[config.mk]
export PLATFORM = sky130hd
export DESIGN_NAME = io_input_cond_flat
export DESIGN_NICKNAME = d
export VERILOG_FILES = /design/src/rtl/io_input_cond_pkg.sv /design/src/rtl/io_input_cond_if.sv /design/src/rtl/io_input_cond_debounce_bit.sv /design/src/rtl/io_input_cond.sv /design/src/flat_wrapper.sv
export SDC_FILE = /design/constraint.sdc
export NUM_CORES = 1
export LEC_CHECK = 0
export CAP_MARGIN = 10
export CORE_ASPECT_RATIO = 0.5
export CORE_MARGIN = 2
export CORE_UTILIZATION = 45
export CTS_BUF_LIST = sky130_fd_sc_hd__clkbuf_16
export CTS_CLUSTER_SIZE = 25
export DETAILED_ROUTE_END_ITERATION = 12
export GPL_TIMING_DRIVEN = 1
export PLACE_DENSITY = 0.75
export SLEW_MARGIN = 20
export SYNTH_ARGS = -nofsm -noshare
export SYNTH_HDL_FRONTEND = slang
export SYNTH_SLANG_ARGS = --single-unit
[constraint.sdc]
create_clock -name clk_i -period 4.6 [get_ports clk_i]
set_input_delay 1.15 -clock clk_i [delete_from_list [all_inputs] [get_ports clk_i]]
set_output_delay 1.15 -clock clk_i [all_outputs]
set_load 0.1 [all_outputs]
[src/rtl/io_input_cond_pkg.sv]
// Shared sizing constants for the board input conditioning stage.
package io_pkg;
  localparam int IO_SW_WIDTH        = 32;
  localparam int IO_BTN_WIDTH       = 4;
  localparam int IO_DEBOUNCE_CYCLES = 500_000;

  function automatic int cnt_w(input int n);
    return $clog2(n);
  endfunction
endpackage

[src/rtl/io_input_cond_if.sv]
// Raw board pins in, debounced levels and event strobes out.
interface io_input_cond_if #(
  parameter int SW_WIDTH  = io_pkg::IO_SW_WIDTH,
  parameter int BTN_WIDTH = io_pkg::IO_BTN_WIDTH
);
  logic [SW_WIDTH-1:0]  sw_raw_i;
  logic [BTN_WIDTH-1:0] btn_raw_i;
  logic [SW_WIDTH-1:0]  io_sw_o;
  logic [BTN_WIDTH-1:0] io_btn_o;
  logic [BTN_WIDTH-1:0] btn_press_o;
  logic                 sw_change_o;

  modport master (
    output sw_raw_i, btn_raw_i,
    input  io_sw_o, io_btn_o, btn_press_o, sw_change_o
  );

  modport slave (
    input  sw_raw_i, btn_raw_i,
    output io_sw_o, io_btn_o, btn_press_o, sw_change_o
  );
endinterface

[src/rtl/io_input_cond_debounce_bit.sv]
// One button: synchroniser, stable-time counter, stable level and press strobe.
module debounce_bit import io_pkg::*; #(
  parameter int SYNC_STAGES     = 2,
  parameter int DEBOUNCE_CYCLES = IO_DEBOUNCE_CYCLES,
  parameter bit IDLE            = 1'b1
) (
  input  logic clk_i,
  input  logic rst_i,
  input  logic raw_i,
  output logic stable_o,
  output logic press_o
);
  localparam int            CW      = cnt_w(DEBOUNCE_CYCLES);
  localparam logic [CW-1:0] CNT_MAX = CW'(DEBOUNCE_CYCLES - 1);

  logic [SYNC_STAGES-1:0] sync_q;
  logic [CW-1:0]          cnt_q;
  logic                   s;

  assign s = sync_q[SYNC_STAGES-1];

  always_ff @(posedge clk_i) begin
    if (rst_i) begin
      sync_q   <= {SYNC_STAGES{IDLE}};
      cnt_q    <= '0;
      stable_o <= IDLE;
      press_o  <= 1'b0;
    end else begin
      sync_q  <= {sync_q[SYNC_STAGES-2:0], raw_i};
      press_o <= 1'b0;
      if (s == stable_o) begin
        cnt_q <= '0;
      end else if (cnt_q == CNT_MAX) begin
        // Any level other than the idle (released) level is a press.
        stable_o <= s;
        cnt_q    <= '0;
        press_o  <= (s != IDLE);
      end else begin
        cnt_q <= cnt_q + CW'(1);
      end
    end
  end
endmodule

[src/rtl/io_input_cond.sv]
// Synchronises and debounces board switches and buttons for the LSU input region.
module io_input_cond import io_pkg::*; #(
  parameter int SW_WIDTH        = IO_SW_WIDTH,
  parameter int BTN_WIDTH       = IO_BTN_WIDTH,
  parameter int SYNC_STAGES     = 2,
  parameter int DEBOUNCE_CYCLES = IO_DEBOUNCE_CYCLES,
  parameter bit BTN_ACTIVE_LOW  = 1'b1
) (
  input  logic            clk_i,
  input  logic            rst_i,
  io_input_cond_if.slave  io
);
  localparam int            CW         = cnt_w(DEBOUNCE_CYCLES);
  localparam logic [CW-1:0] SW_LOAD_AT = CW'(DEBOUNCE_CYCLES - 2);

  logic [SYNC_STAGES-1:0][SW_WIDTH-1:0] sw_sync_q;
  logic [SW_WIDTH-1:0]                  sw_s;
  logic [SW_WIDTH-1:0]                  sw_prev_q;
  logic [SW_WIDTH-1:0]                  sw_stable_q;
  logic [CW-1:0]                        sw_cnt_q;
  logic                                 sw_chg_q;
  logic [BTN_WIDTH-1:0]                 btn_stable;
  logic [BTN_WIDTH-1:0]                 btn_press;

  assign sw_s = sw_sync_q[SYNC_STAGES-1];

  // The edge that sees a new switch word clears the count, so loading as the
  // count would reach D-1 accepts a value held for D edges including that one.
  always_ff @(posedge clk_i) begin
    if (rst_i) begin
      sw_sync_q   <= '0;
      sw_prev_q   <= '0;
      sw_stable_q <= '0;
      sw_cnt_q    <= '0;
      sw_chg_q    <= 1'b0;
    end else begin
      sw_sync_q <= {sw_sync_q[SYNC_STAGES-2:0], io.sw_raw_i};
      sw_prev_q <= sw_s;
      sw_chg_q  <= 1'b0;
      if ((sw_s != sw_prev_q) || (sw_s == sw_stable_q)) begin
        sw_cnt_q <= '0;
      end else if (sw_cnt_q == SW_LOAD_AT) begin
        sw_stable_q <= sw_s;
        sw_cnt_q    <= '0;
        sw_chg_q    <= 1'b1;
      end else begin
        sw_cnt_q <= sw_cnt_q + CW'(1);
      end
    end
  end

  for (genvar i = 0; i < BTN_WIDTH; i++) begin : g_btn
    debounce_bit #(
      .SYNC_STAGES     (SYNC_STAGES),
      .DEBOUNCE_CYCLES (DEBOUNCE_CYCLES),
      .IDLE            (BTN_ACTIVE_LOW)
    ) u_db (
      .clk_i    (clk_i),
      .rst_i    (rst_i),
      .raw_i    (io.btn_raw_i[i]),
      .stable_o (btn_stable[i]),
      .press_o  (btn_press[i])
    );
  end

  assign io.io_sw_o     = sw_stable_q;
  assign io.sw_change_o = sw_chg_q;
  assign io.io_btn_o    = btn_stable;
  assign io.btn_press_o = btn_press;
endmodule

[src/flat_wrapper.sv]
// flat-port wrapper written by rule: the top's interface ports become plain ports
module io_input_cond_flat import io_pkg::*;
#(
  parameter int SW_WIDTH        = IO_SW_WIDTH,
  parameter int BTN_WIDTH       = IO_BTN_WIDTH,
  parameter int SYNC_STAGES     = 2,
  parameter int DEBOUNCE_CYCLES = IO_DEBOUNCE_CYCLES,
  parameter bit BTN_ACTIVE_LOW  = 1'b1
)
  (clk_i, rst_i, io_sw_raw_i, io_btn_raw_i, io_io_sw_o, io_io_btn_o, io_btn_press_o, io_sw_change_o);
  io_input_cond_if #(.SW_WIDTH(SW_WIDTH), .BTN_WIDTH(BTN_WIDTH)) io_i ();
  input  logic clk_i;
  input  logic rst_i;
  input wire logic [$bits(io_i.sw_raw_i)-1:0] io_sw_raw_i;
  input wire logic [$bits(io_i.btn_raw_i)-1:0] io_btn_raw_i;
  output wire logic [$bits(io_i.io_sw_o)-1:0] io_io_sw_o;
  output wire logic [$bits(io_i.io_btn_o)-1:0] io_io_btn_o;
  output wire logic [$bits(io_i.btn_press_o)-1:0] io_btn_press_o;
  output wire logic [$bits(io_i.sw_change_o)-1:0] io_sw_change_o;
  assign io_i.sw_raw_i = io_sw_raw_i;
  assign io_i.btn_raw_i = io_btn_raw_i;
  assign io_io_sw_o = io_i.io_sw_o;
  assign io_io_btn_o = io_i.io_btn_o;
  assign io_btn_press_o = io_i.btn_press_o;
  assign io_sw_change_o = io_i.sw_change_o;
  io_input_cond #(.SW_WIDTH(SW_WIDTH), .BTN_WIDTH(BTN_WIDTH), .SYNC_STAGES(SYNC_STAGES), .DEBOUNCE_CYCLES(DEBOUNCE_CYCLES), .BTN_ACTIVE_LOW(BTN_ACTIVE_LOW)) u_core (.clk_i(clk_i), .rst_i(rst_i), .io(io_i));
endmodule
==> out/qor.yml, run 1 <==
synth-seq-cells: 240
clkLatencyLatePin_ns: 0.49
start_util: 0.4586
rsz0062_at_grt: "no"
antenna_found_initial: 0
total_power_mw: 3.995
cts_resized: 0
hold_buffers: 0
synth_top_area_frac: 0.5108
drt-initial-drc-count: 311
drc_errors: 0
fin_skew_ns: 0.01311
rr_worst_depth: 6
relSlewSlack: 0.3391
synth_edf_count: 0
critical_path_depth: 1
clk_path_buf_depth: 3
synth.yosys.seq_area_share: 0.5108
grt_pass1_wl_um: 30420
synth-main-ff-cell: "dfxtp_1"
holdWs_ns: 0.4116
drtPass1Iterations: 5
rows: 37
io_buffers: 78
core_area_mm2: 0.02051
tns_ns: 0
postPlaceCellArea_mm2: 0.01033
critPathCaptureType: "output port"
ir_drop_v: 0.0002611
synth_warnings: 0
htreeDepth: 1
max_freq_mhz: 312.9
diodes: 0
hold_depth: 1
vias: 6227
detail_route.vias_per_cell: 4.876
cts_tree: "yes"
grt_max_degree: 68
clock-root-buffer: "clkbuf_16"
numCtsBuffers: 22
final-hold-violation-count: 0
hp-class: "reg2reg"
syn_nets: 968
wirelength_um: 18350
cts_setup_buffers: 0
avgRoutedWirePerCell_um: 14.37
post-synth-top-count-cell: "dfxtp_1"
p_leak_nw: 4.041
io_pins: 79
fp.dieW_um: 208.5
crit_chain: "clkdlybuf4s50_1"
slowest_delay_ns: 1.16
worstMarginPinSlew_ns: 0.9882
critPathLaunchType: "register"
synth.top_cells.by_area: "dfxtp_1, nor2b_1, xnor2_1"
critical_path_buf_inv_count: 1
synth_common_cells: "dfxtp_1, nor2b_1, nor2_1"
async_reset_ff_frac: 0
min_period_ns: 3.196
post-place-ws_ns: 1.822
die_area_mm2: 0.02214
cap_violations: 0
required_ns: 3.45
first_global_vias: 6123
syn2layout_area_growth_pct: 16.92
postSynthCellCount: 924
syn-cell-area_mm2: 0.009405
grtUsageTotal: 0.1682
worstSetupPathType: "reg2out"
final-setup-viol-count: 0
drv_slew: 0
dp_hpwl_um: 12950
gp_congestion: 0.8093
synth_area_per_cell_um2: 10.18
arrival_ns: 2.05
nets: 1034
postRouteAntennaNets: 0
clk_pin_slew_ns: 0.06
run_status: "completed"
ys_types: 34
crit_path_top_delay_cell: "clkdlybuf4s50_1"
final_area_mm2: 0.01100
grt_overflow_total: 0
cp_max_fo: 3
period_share: 0.6948
clock_sinks: 240
synth_area_leader_cell: "dfxtp_1"
die_h_um: 106.2
power_density_mw_per_mm2: 363.3
setup_ws_ns: 1.404
cp_top_family: "buffers and inverters"
layout-drive-gt1-share: 0.08167
sequential cells by signal (all words and copies together), names as in the netlist:
register	flops
u_core.io.io_sw_o	32
u_core.io.sw_change_o	1
u_core.sw_s	32
u_core.g_btn.u_db.stable_o	4
u_core.g_btn.u_db.sync_q	8
u_core.sw_sync_q	32
u_core.g_btn.u_db.press_o	4
u_core.g_btn.u_db.cnt_q	76
u_core.sw_prev_q	32
u_core.sw_cnt_q	19
area by class of cell:
cell class / count / area (um2)
clock buffer: 23 / 575.6
fill: 1802 / 9512
clock inverter: 15 / 92.59
multi-input combinational: 628 / 4310
inverter: 15 / 56.30
tap: 273 / 341.6
sequential: 240 / 4805
timing repair buffer: 83 / 815.8
routing by layer:
layer,global-route usage,vias up,share of wire
met5,0,-,0
met3,0.02718,31,0.023
li1,-,3159,-
met4,0.04522,0,0.022
met1,0.2233,2968,0.48
met2,0.2860,69,0.47
layout by cell type, fill, tap and decap left out, drive strengths merged, types with 23 or more instances in the layout:
| cell type | Yosys | routed |
|---|---|---|
| nand3 | 30 | 30 |
| nor3 | 33 | 33 |
| clkbuf | 19 | 23 |
| clkdlybuf4s50 | 0 | 77 |
| nor2 | 107 | 107 |
| xor2 | 67 | 67 |
| nor2b | 131 | 131 |
| mux2 | 32 | 32 |
| dfxtp | 240 | 240 |
| xnor2 | 86 | 86 |
| nand4 | 30 | 30 |
| nand2 | 33 | 33 |
report_power, final:
part           switching, mW  total [mW]  internal [mW]
logic                 0.0783       0.153         0.0749
registers             0.0222        2.14           2.12
clock network          0.746        1.70          0.958
logic make-up after synthesis:
logic type / Yosys count / synth area share
flip-flops: 240 / 0.5108
AND/OR/NAND/NOR: 431 / 0.2501
AO/OA/AOI/OAI: 6 / 0.007849
multiplexers: 32 / 0.04989
adder cells (fa/ha/maj): 6 / 0.007982
buffers and inverters: 56 / 0.03086
XOR/XNOR: 153 / 0.1425
per-stage QoR:
stage | instances | util
6_report | 1277 | 0.5362
5_1_grt | 1277 | 0.5362
4_1_cts | 1277 | 0.5362
3_5_place_dp | 1239 | 0.5036
2_1_floorplan | 924 | -
3_3_place_gp | 1239 | 0.5036
worst paths after layout:
check                                                       to  slack (ns)                           start
worst max-delay path                             io_io_sw_o[4]        1.40            u_core.io.io_sw_o[4]
worst min-delay path            u_core.g_btn[2].u_db.sync_q[1]        0.41  u_core.g_btn[2].u_db.sync_q[0]
worst max register to register            u_core.io.io_sw_o[8]        1.97           u_core.io.io_sw_o[31]
worst min register to register  u_core.g_btn[2].u_db.sync_q[1]        0.41  u_core.g_btn[2].u_db.sync_q[0]
(Power assumes the default switching activity.)
==> inputs of run 2 (changes only) <==
--- a/config.mk
+++ b/config.mk
@@ -13,7 +13,7 @@
 export CTS_CLUSTER_SIZE = 25
 export DETAILED_ROUTE_END_ITERATION = 12
 export GPL_TIMING_DRIVEN = 1
-export PLACE_DENSITY = 0.75
+export PLACE_DENSITY = 0.77
 export SLEW_MARGIN = 20
 export SYNTH_ARGS = -nofsm -noshare
 export SYNTH_HDL_FRONTEND = slang
==> constraint.sdc (replaced) <==
create_clock -name clk_i -period 2.9 [get_ports clk_i]
set_input_delay 0.725 -clock clk_i [delete_from_list [all_inputs] [get_ports clk_i]]
set_output_delay 0.725 -clock clk_i [all_outputs]
set_load 0.1 [all_outputs]
==> out/qor.yml, run 2 (same netlist as run 1, synthesis figures left out) <==
clk_pin_slew_ns: 0.06  # about the same
hold_depth: 1  # unchanged
io_buffers: 78  # unchanged
min_period_ns: 2.650
arrival_ns: 3.04  # +0.99 ns
hold-path-endpoint: "u_core.g_btn[1].u_db.sync_q[1]"
clkLatencyLatePin_ns: 0.50  # about the same
worstMarginPinSlew_ns: 0.6394  # -0.3488 ns
crit_path_top_delay_cell: "nor4_1"
post-place-ws_ns: 0.3521  # -1.470 ns
syn2layout_area_growth_pct: 16.58
clock-root-buffer: "clkbuf_16"
grt_pass1_wl_um: 29770  # -2.1%
rsz0062_at_grt: "no"
dp_hpwl_um: 13070  # +0.95%
io_pins: 79  # unchanged
cap_violations: 0  # unchanged
cts_setup_buffers: 0  # unchanged
ir_drop_v: 0.0003427  # +31%
final_area_mm2: 0.01096  # -0.30%
layout_commonest_cell: "dfxtp_1"
worstSetupPathType: "reg2reg"
period_share: 0.9139
diodes: 0  # unchanged
start_util: 0.4586  # unchanged
rr_worst_depth: 6  # unchanged
largest_reg_flops: 76  # unchanged
max_freq_mhz: 377.3
gp_congestion: 0.7807  # -3.5%
avgRoutedWirePerCell_um: 14.14  # -1.6%
run_status: "completed"
die_h_um: 106.2  # unchanged
first_global_vias: 6135  # +0.20%
cts_tree: "yes"
grt_overflow_total: 0  # unchanged
r2r-start: "u_core.io.io_sw_o[19]"
critPathLaunchType: "register"
detail_route.vias_per_cell: 4.852  # -0.50%
clk_path_buf_depth: 3  # unchanged
layout-drive-gt1-share: 0.1300  # +0.04829
vias: 6215  # -0.19%
fp.dieW_um: 208.5  # unchanged
p_leak_nw: 4.155  # +2.8%
timing.rr.end: "u_core.io.io_sw_o[9]"
postRouteAntennaNets: 0  # unchanged
hold_buffers: 0  # unchanged
die_area_mm2: 0.02214  # unchanged
hp-class: "reg2reg"
tns_ns: 0  # unchanged
top_register: "u_core.g_btn.u_db.cnt_q"
core_area_mm2: 0.02051  # unchanged
final-setup-viol-count: 0  # unchanged
r2r_slack_ns: 0.25  # -1.72 ns
grtUsageTotal: 0.1638  # -0.004343
hold_start: "u_core.g_btn[1].u_db.sync_q[0]"
wirelength_um: 18120  # -1.2%
relSlewSlack: 0.5737  # +0.2346
clock_sinks: 240  # unchanged
drt-initial-drc-count: 243  # -22%
rows: 37  # unchanged
drtPass1Iterations: 4  # -1
final-hold-violation-count: 0  # unchanged
nets: 1037  # +0.29%
crit_chain: "xor2_1 > nor4_1 > nand4_1 > o2111ai_4 > buf_4 > mux2_2"
required_ns: 3.29  # -0.16 ns
fin_skew_ns: 0.01519  # +0.002076 ns
setup_ws_ns: 0.2496  # -1.154 ns
cp_max_fo: 20  # +17
slowest_delay_ns: 0.57  # -0.59 ns
drc_errors: 0  # unchanged
numCtsBuffers: 22  # unchanged
critPathCaptureType: "register"
htreeDepth: 1  # unchanged
final_cell_mix: "dfxtp_1, nor2b_1, nor2_1"
holdWs_ns: 0.4088  # -0.002803 ns
antenna_found_initial: 0  # unchanged
drv_slew: 0  # unchanged
postPlaceCellArea_mm2: 0.01026  # -0.65%
cts_resized: 0  # unchanged
power_density_mw_per_mm2: 589.0  # +62%
grt_max_degree: 68  # unchanged
[run 2: how the worst max path moves through the flow]
stage / from / end / depth (start not counted)
after floorplan: u_core.io.io_sw_o[2] / u_core.io.io_sw_o[11] / 6
after CTS: u_core.io.io_sw_o[19] / u_core.io.io_sw_o[9] / 6
after detailed placement: u_core.io.io_sw_o[19] / u_core.io.io_sw_o[9] / 6
after global placement: u_core.io.io_sw_o[19] / u_core.io.io_sw_o[9] / 6
final: u_core.io.io_sw_o[19] / u_core.io.io_sw_o[9] / 6
after global routing: u_core.io.io_sw_o[19] / u_core.io.io_sw_o[9] / 6
[run 2: stage by stage]
stage / utilization / total power, mW / instances
after floorplan: - / 3.605 / 924
after global placement: 0.5003 / 3.699 / 1242
after detailed placement: 0.5003 / 3.704 / 1242
after CTS: 0.5346 / 6.526 / 1281
after global routing: 0.5346 / 6.687 / 1281
final: 0.5346 / 6.458 / 1281
[run 2: where the power goes]
group | switching, mW | total [mW] | internal, mW
Clock | 1.21 | 2.83 | 1.62
Combinational | 0.116 | 0.238 | 0.122
Sequential | 0.0342 | 3.39 | 3.36
Total | 1.36 | 6.46 | 5.10
[run 2: cell type report]
class	count	area (um2)
Inverter	15	56.30
Clock inverter	16	127.6
Fill cell	1756	9544
Multi-Input combinational cell	628	4310
Clock buffer	23	575.6
Tap cell	273	341.6
Sequential cell	240	4805
Timing Repair Buffer	86	748.2
[run 2: critical path: cells and delay by family, from the launching register on]
family,cells,cell delay [ns]
xor gates and xnor gates,1,0.19
AOI/OAI and AO/OA,1,0.29
buffers and inverters,1,0.39
DFF,1,0.35
muxes,1,0.38
and+or+nand+nor,2,0.94
[run 2: routing by layer]
metal	global-route usage	wire length, um
met1	0.2102	8484
met2	0.2907	8836
met3	0.02600	487
met4	0.03957	308
met5	0	0
==> RTL change 1 (settings of run 2) <==
The package constant `IO_DEBOUNCE_CYCLES` goes from 500_000 to 250_000.
--- a/src/rtl/io_input_cond_pkg.sv
+++ b/src/rtl/io_input_cond_pkg.sv
@@ -2,7 +2,7 @@
 package io_pkg;
   localparam int IO_SW_WIDTH        = 32;
   localparam int IO_BTN_WIDTH       = 4;
-  localparam int IO_DEBOUNCE_CYCLES = 500_000;
+  localparam int IO_DEBOUNCE_CYCLES = 250_000;
 
   function automatic int cnt_w(input int n);
     return $clog2(n);
Behaviour: no difference found for any inputs over 4 cycles, from zero or initial values and one cycle with rst_i high; that may be too few to reach the edited logic, so the function may still have changed.
==> RTL change 1 against run 2 <==
Worst hold slack got worse by 3.3 ps. Largest cell class unchanged. Largest power group unchanged. Sequential cell count decreased by 5. Synthesized area decreased by 2.5%. Count of clock-buffer cells in the layout decreased by 2. Wire length decreased by 5.0%. Combinational power decreased by 6%. Setup slack improved by 300 ps. Cell area decreased by 2.7%. Sequential power decreased by 2%. Total power decreased by 4.2%.
==> RTL change 1: results (changes against run 2) <==
Place WS: 533.8 ps (+181.8 ps)
Routability Congestion: 0.7996 (+2.4%)
Ant. Diodes: 0 (unchanged)
Vias in the first global route: 5977 (-2.6%)
Worst hold path startpoint: u_core.g_btn[2].u_db.sync_q[0]
Top cells by area, synth: dfxtp_1, nor2b_1, xnor2_1
Post-Syn Area per Cell: 10.21 um^2 (+0.31%)
GRT Total Usage: 0.1617 (-0.002119)
Layout cell share with drive strength beyond 1: 0.1287 (-0.001258)
Wirelength, routed: 17220 um (-5.0%)
Clock Skews: 8.981 ps (-6.209 ps)
Cells after DPL: 1209 (-2.7%)
Peak VDD IR: 0.2984 mV (-13%)
Hold WS: 405.5 ps (-3.281 ps)
FMAX: 424.6 MHz (+13%)
R2r endpoint: u_core.io.io_sw_o[5]
Seq/Total Area, Yosys: 0.5131 (+0.002258)
PwrDens: 580.0 nW/um^2 (-1.5%)
Crit Path Max Fanout: 22 (+10%)
Grt met3 use: 0.02558 (-0.0004200)
DRT iter0 DRCs: 271 (+12%)
Layout area overhead: 16.31%
CP arrival: 2730 ps (-310 ps)
Placed cell areas: 10020 um^2 (-2.4%)
Worst r2r src: u_core.io.io_sw_o[24]
Slew HR: 0.4668 (-0.1070)
Fin nets: 1010 (-2.6%)
Avg WL per Cell: 13.83 um (-2.2%)
Clock-net power: 0.00264 W (-7%)
Sequential power: 0.00332 W (-2%)
WL met1: 8408 um (-0.90%)
Crit Path Class: reg2reg
Flop-to-flop setup slack: 540 ps (+300 ps)
WL met2: 7938 um (-10%)
Asr flop ratio synth: 0 (unchanged)
Hold endpoint: u_core.g_btn[2].u_db.sync_q[1]
M2 GR Usage: 0.2734 (-0.01728)
Syn Nets: 942 (-2.7%)
Largest net degree at the start of global routing: 76 (+12%)
TritonCTS buffer count: 21 (-4.5%)
Commonest cells post-synth: dfxtp_1, nor2b_1, nor2_1
Fillers: 1702 (-3.1%)
First-pass GRT wire length: 28690 um (-3.6%)
Dpl hpwl: 12040 um (-7.9%)
GR Layer Usage met1: 0.2159 (+0.005665)
Max FFs per register: 72 (-5.3%)
Leak pwr: 4.075 nW (-1.9%)
Status: completed
[RTL change 1: changes by cell type in the layout (fill, tap and decap cells not counted), sizes merged, moves of 3 or more]
cell and change:
buf -3, and4 -4, clkinv -6, nand4 -4
nand2 -6, nor4b -4, nand3 +10, nor3 -3
xor2 +3, xnor2 -9, dfxtp -5, inv +3
nor2 -7
[RTL change 1: cells by family after synthesis]
group                      synth area share
AOI/OAI and AO/OA                  0.009142
xor gates and xnor gates             0.1404
adders and majority gates          0.008188
buffers and inverters               0.02879
DFF                                  0.5131
muxes                               0.05158
and+or+nand+nor                      0.2488
[RTL change 1: cell type report]
cell class              instances  share of cell area
clock inverters                15             0.01115
repair buffers                 83             0.06805
well taps                     266             0.03121
multi-input cells             610              0.3939
clock buffers                  21             0.04928
flip-flops and latches        235              0.4412
inverters                      15            0.005280
[RTL change 1: critical path, cell delays in order, from the launching register on]
cell	delay [ps]
dfxtp_1	350
xor2_1	210
nor4_1	380
nand4_1	250
o2111ai_4	250
buf_4	420
mux2_2	380
==> RTL change 2 (config.mk and constraints of run 2) <==
Without the edit above. Make the reset (`rst_i`) asynchronous in 2 clocked blocks.
--- a/src/rtl/io_input_cond_debounce_bit.sv
+++ b/src/rtl/io_input_cond_debounce_bit.sv
@@ -19,7 +19,7 @@
 
   assign s = sync_q[SYNC_STAGES-1];
 
-  always_ff @(posedge clk_i) begin
+  always_ff @(posedge clk_i or posedge rst_i) begin
     if (rst_i) begin
       sync_q   <= {SYNC_STAGES{IDLE}};
       cnt_q    <= '0;
--- a/src/rtl/io_input_cond.sv
+++ b/src/rtl/io_input_cond.sv
@@ -26,7 +26,7 @@
 
   // The edge that sees a new switch word clears the count, so loading as the
   // count would reach D-1 accepts a value held for D edges including that one.
-  always_ff @(posedge clk_i) begin
+  always_ff @(posedge clk_i or posedge rst_i) begin
     if (rst_i) begin
       sw_sync_q   <= '0;
       sw_prev_q   <= '0;
Formal check against the unedited RTL: same outputs for any inputs over 10 cycles, from zero or initial values and one cycle with rst_i high; that may be too few to reach the edited logic, so the function may still have changed.
==> RTL change 2 against run 2 <==
Synthesized area up 2.7%. Worst hold slack lost 62 ps. Sequential cell count is the same. Largest power group unchanged. Critical endpoint is now u_core.io.io_sw_o[30]. Total power up 8.0%. Count of clock-buffer cells in the layout down 1. Cell count down 11%. Setup slack improved by 160 ps. Cell area up 4.8%. Largest cell class unchanged. First-iteration DRC count decreased by 12%. Die area is 2.7% higher. Wire length down 4.0%.
==> RTL change 2: results (changes against run 2) <==
Place WS: 416.5 ps (+64.39 ps)
Grt met3 use: 0.02509 (-0.0009095)
CP arrival: 2880 ps (-160 ps)
NetSw: 0.001408 W (+3.3%)
Final setup margin: 406.5 ps (+156.9 ps)
# clk buffers: 22 (-4.3%)
Seq/Total Area, Yosys: 0.6231 (+0.1122)
Vias in the first global route: 6018 (-1.9%)
Leak pwr: 4.997 nW (+20%)
Reg2reg path depth: 8 (+2)
Clock Network Area Fraction: 0.07122 (+0.007085)
First-pass GRT wire length: 29620 um (-0.51%)
Dpl hpwl: 12020 um (-8.0%)
Commonest cells post-synth: dfrtp_1, nor2_1, xor2_1
DRT iter0 DRCs: 215 (-12%)
R2r endpoint: u_core.io.io_sw_o[30]
Hold Path Depth: 0 (-1)
Seq cells: 240 (unchanged)
Peak VDD IR: 0.3553 mV (+3.7%)
DR vias/cell: 5.046 (+4.0%)
Hold endpoint: u_core.sw_s[18]
GRT Total Usage: 0.1594 (-0.004453)
Clock Skews: 18.87 ps (+3.685 ps)
Placed cell areas: 10670 um^2 (+4.0%)
Clock-net power: 0.00323 W (+14%)
Non-clock buffers: 90 (+4.7%)
Layout cell share with drive strength beyond 1: 0.1615 (+0.03152)
Status: completed
Most used DFF post-synth: dfrtp_1
Routability Congestion: 0.8328 (+6.7%)
DR WL met3: 497 um (+2.1%)
RTL change 2: stage by stage:
stage	cells	power [W]	util	hold slack [ps]
2_1_floorplan	757	0.003692	-	331.2
3_3_place_gp	1101	0.003805	0.5134	331.4
3_5_place_dp	1101	0.003814	0.5134	334.7
4_1_cts	1140	0.007054	0.5528	345.0
5_1_grt	1140	0.007231	0.5528	351.8
6_report	1140	0.006972	0.5528	346.4
RTL change 2: critical path, stage by stage (launching register included):
cell and delay, ps:
dfrtp_1 410, inv_1 80, ha_1 170, nand2_1 60, or4_1 460, nor4_1 250
o2111a_2 270, buf_4 300, mux2_2 370
RTL change 2: cells by family (layout without fill, tap and decap cells):
kind of cell	count (synthesis)	in the layout	share of synthesized area
AO/OA/AOI/OAI	2	2	0.002072
XOR/XNOR	153	153	0.1387
adder cells (fa/ha/maj)	6	6	0.007769
buffers and inverters	29	139	0.01994
flip-flops	240	240	0.6231
multiplexers	36	36	0.05361
AND/OR/NAND/NOR	291	291	0.1549
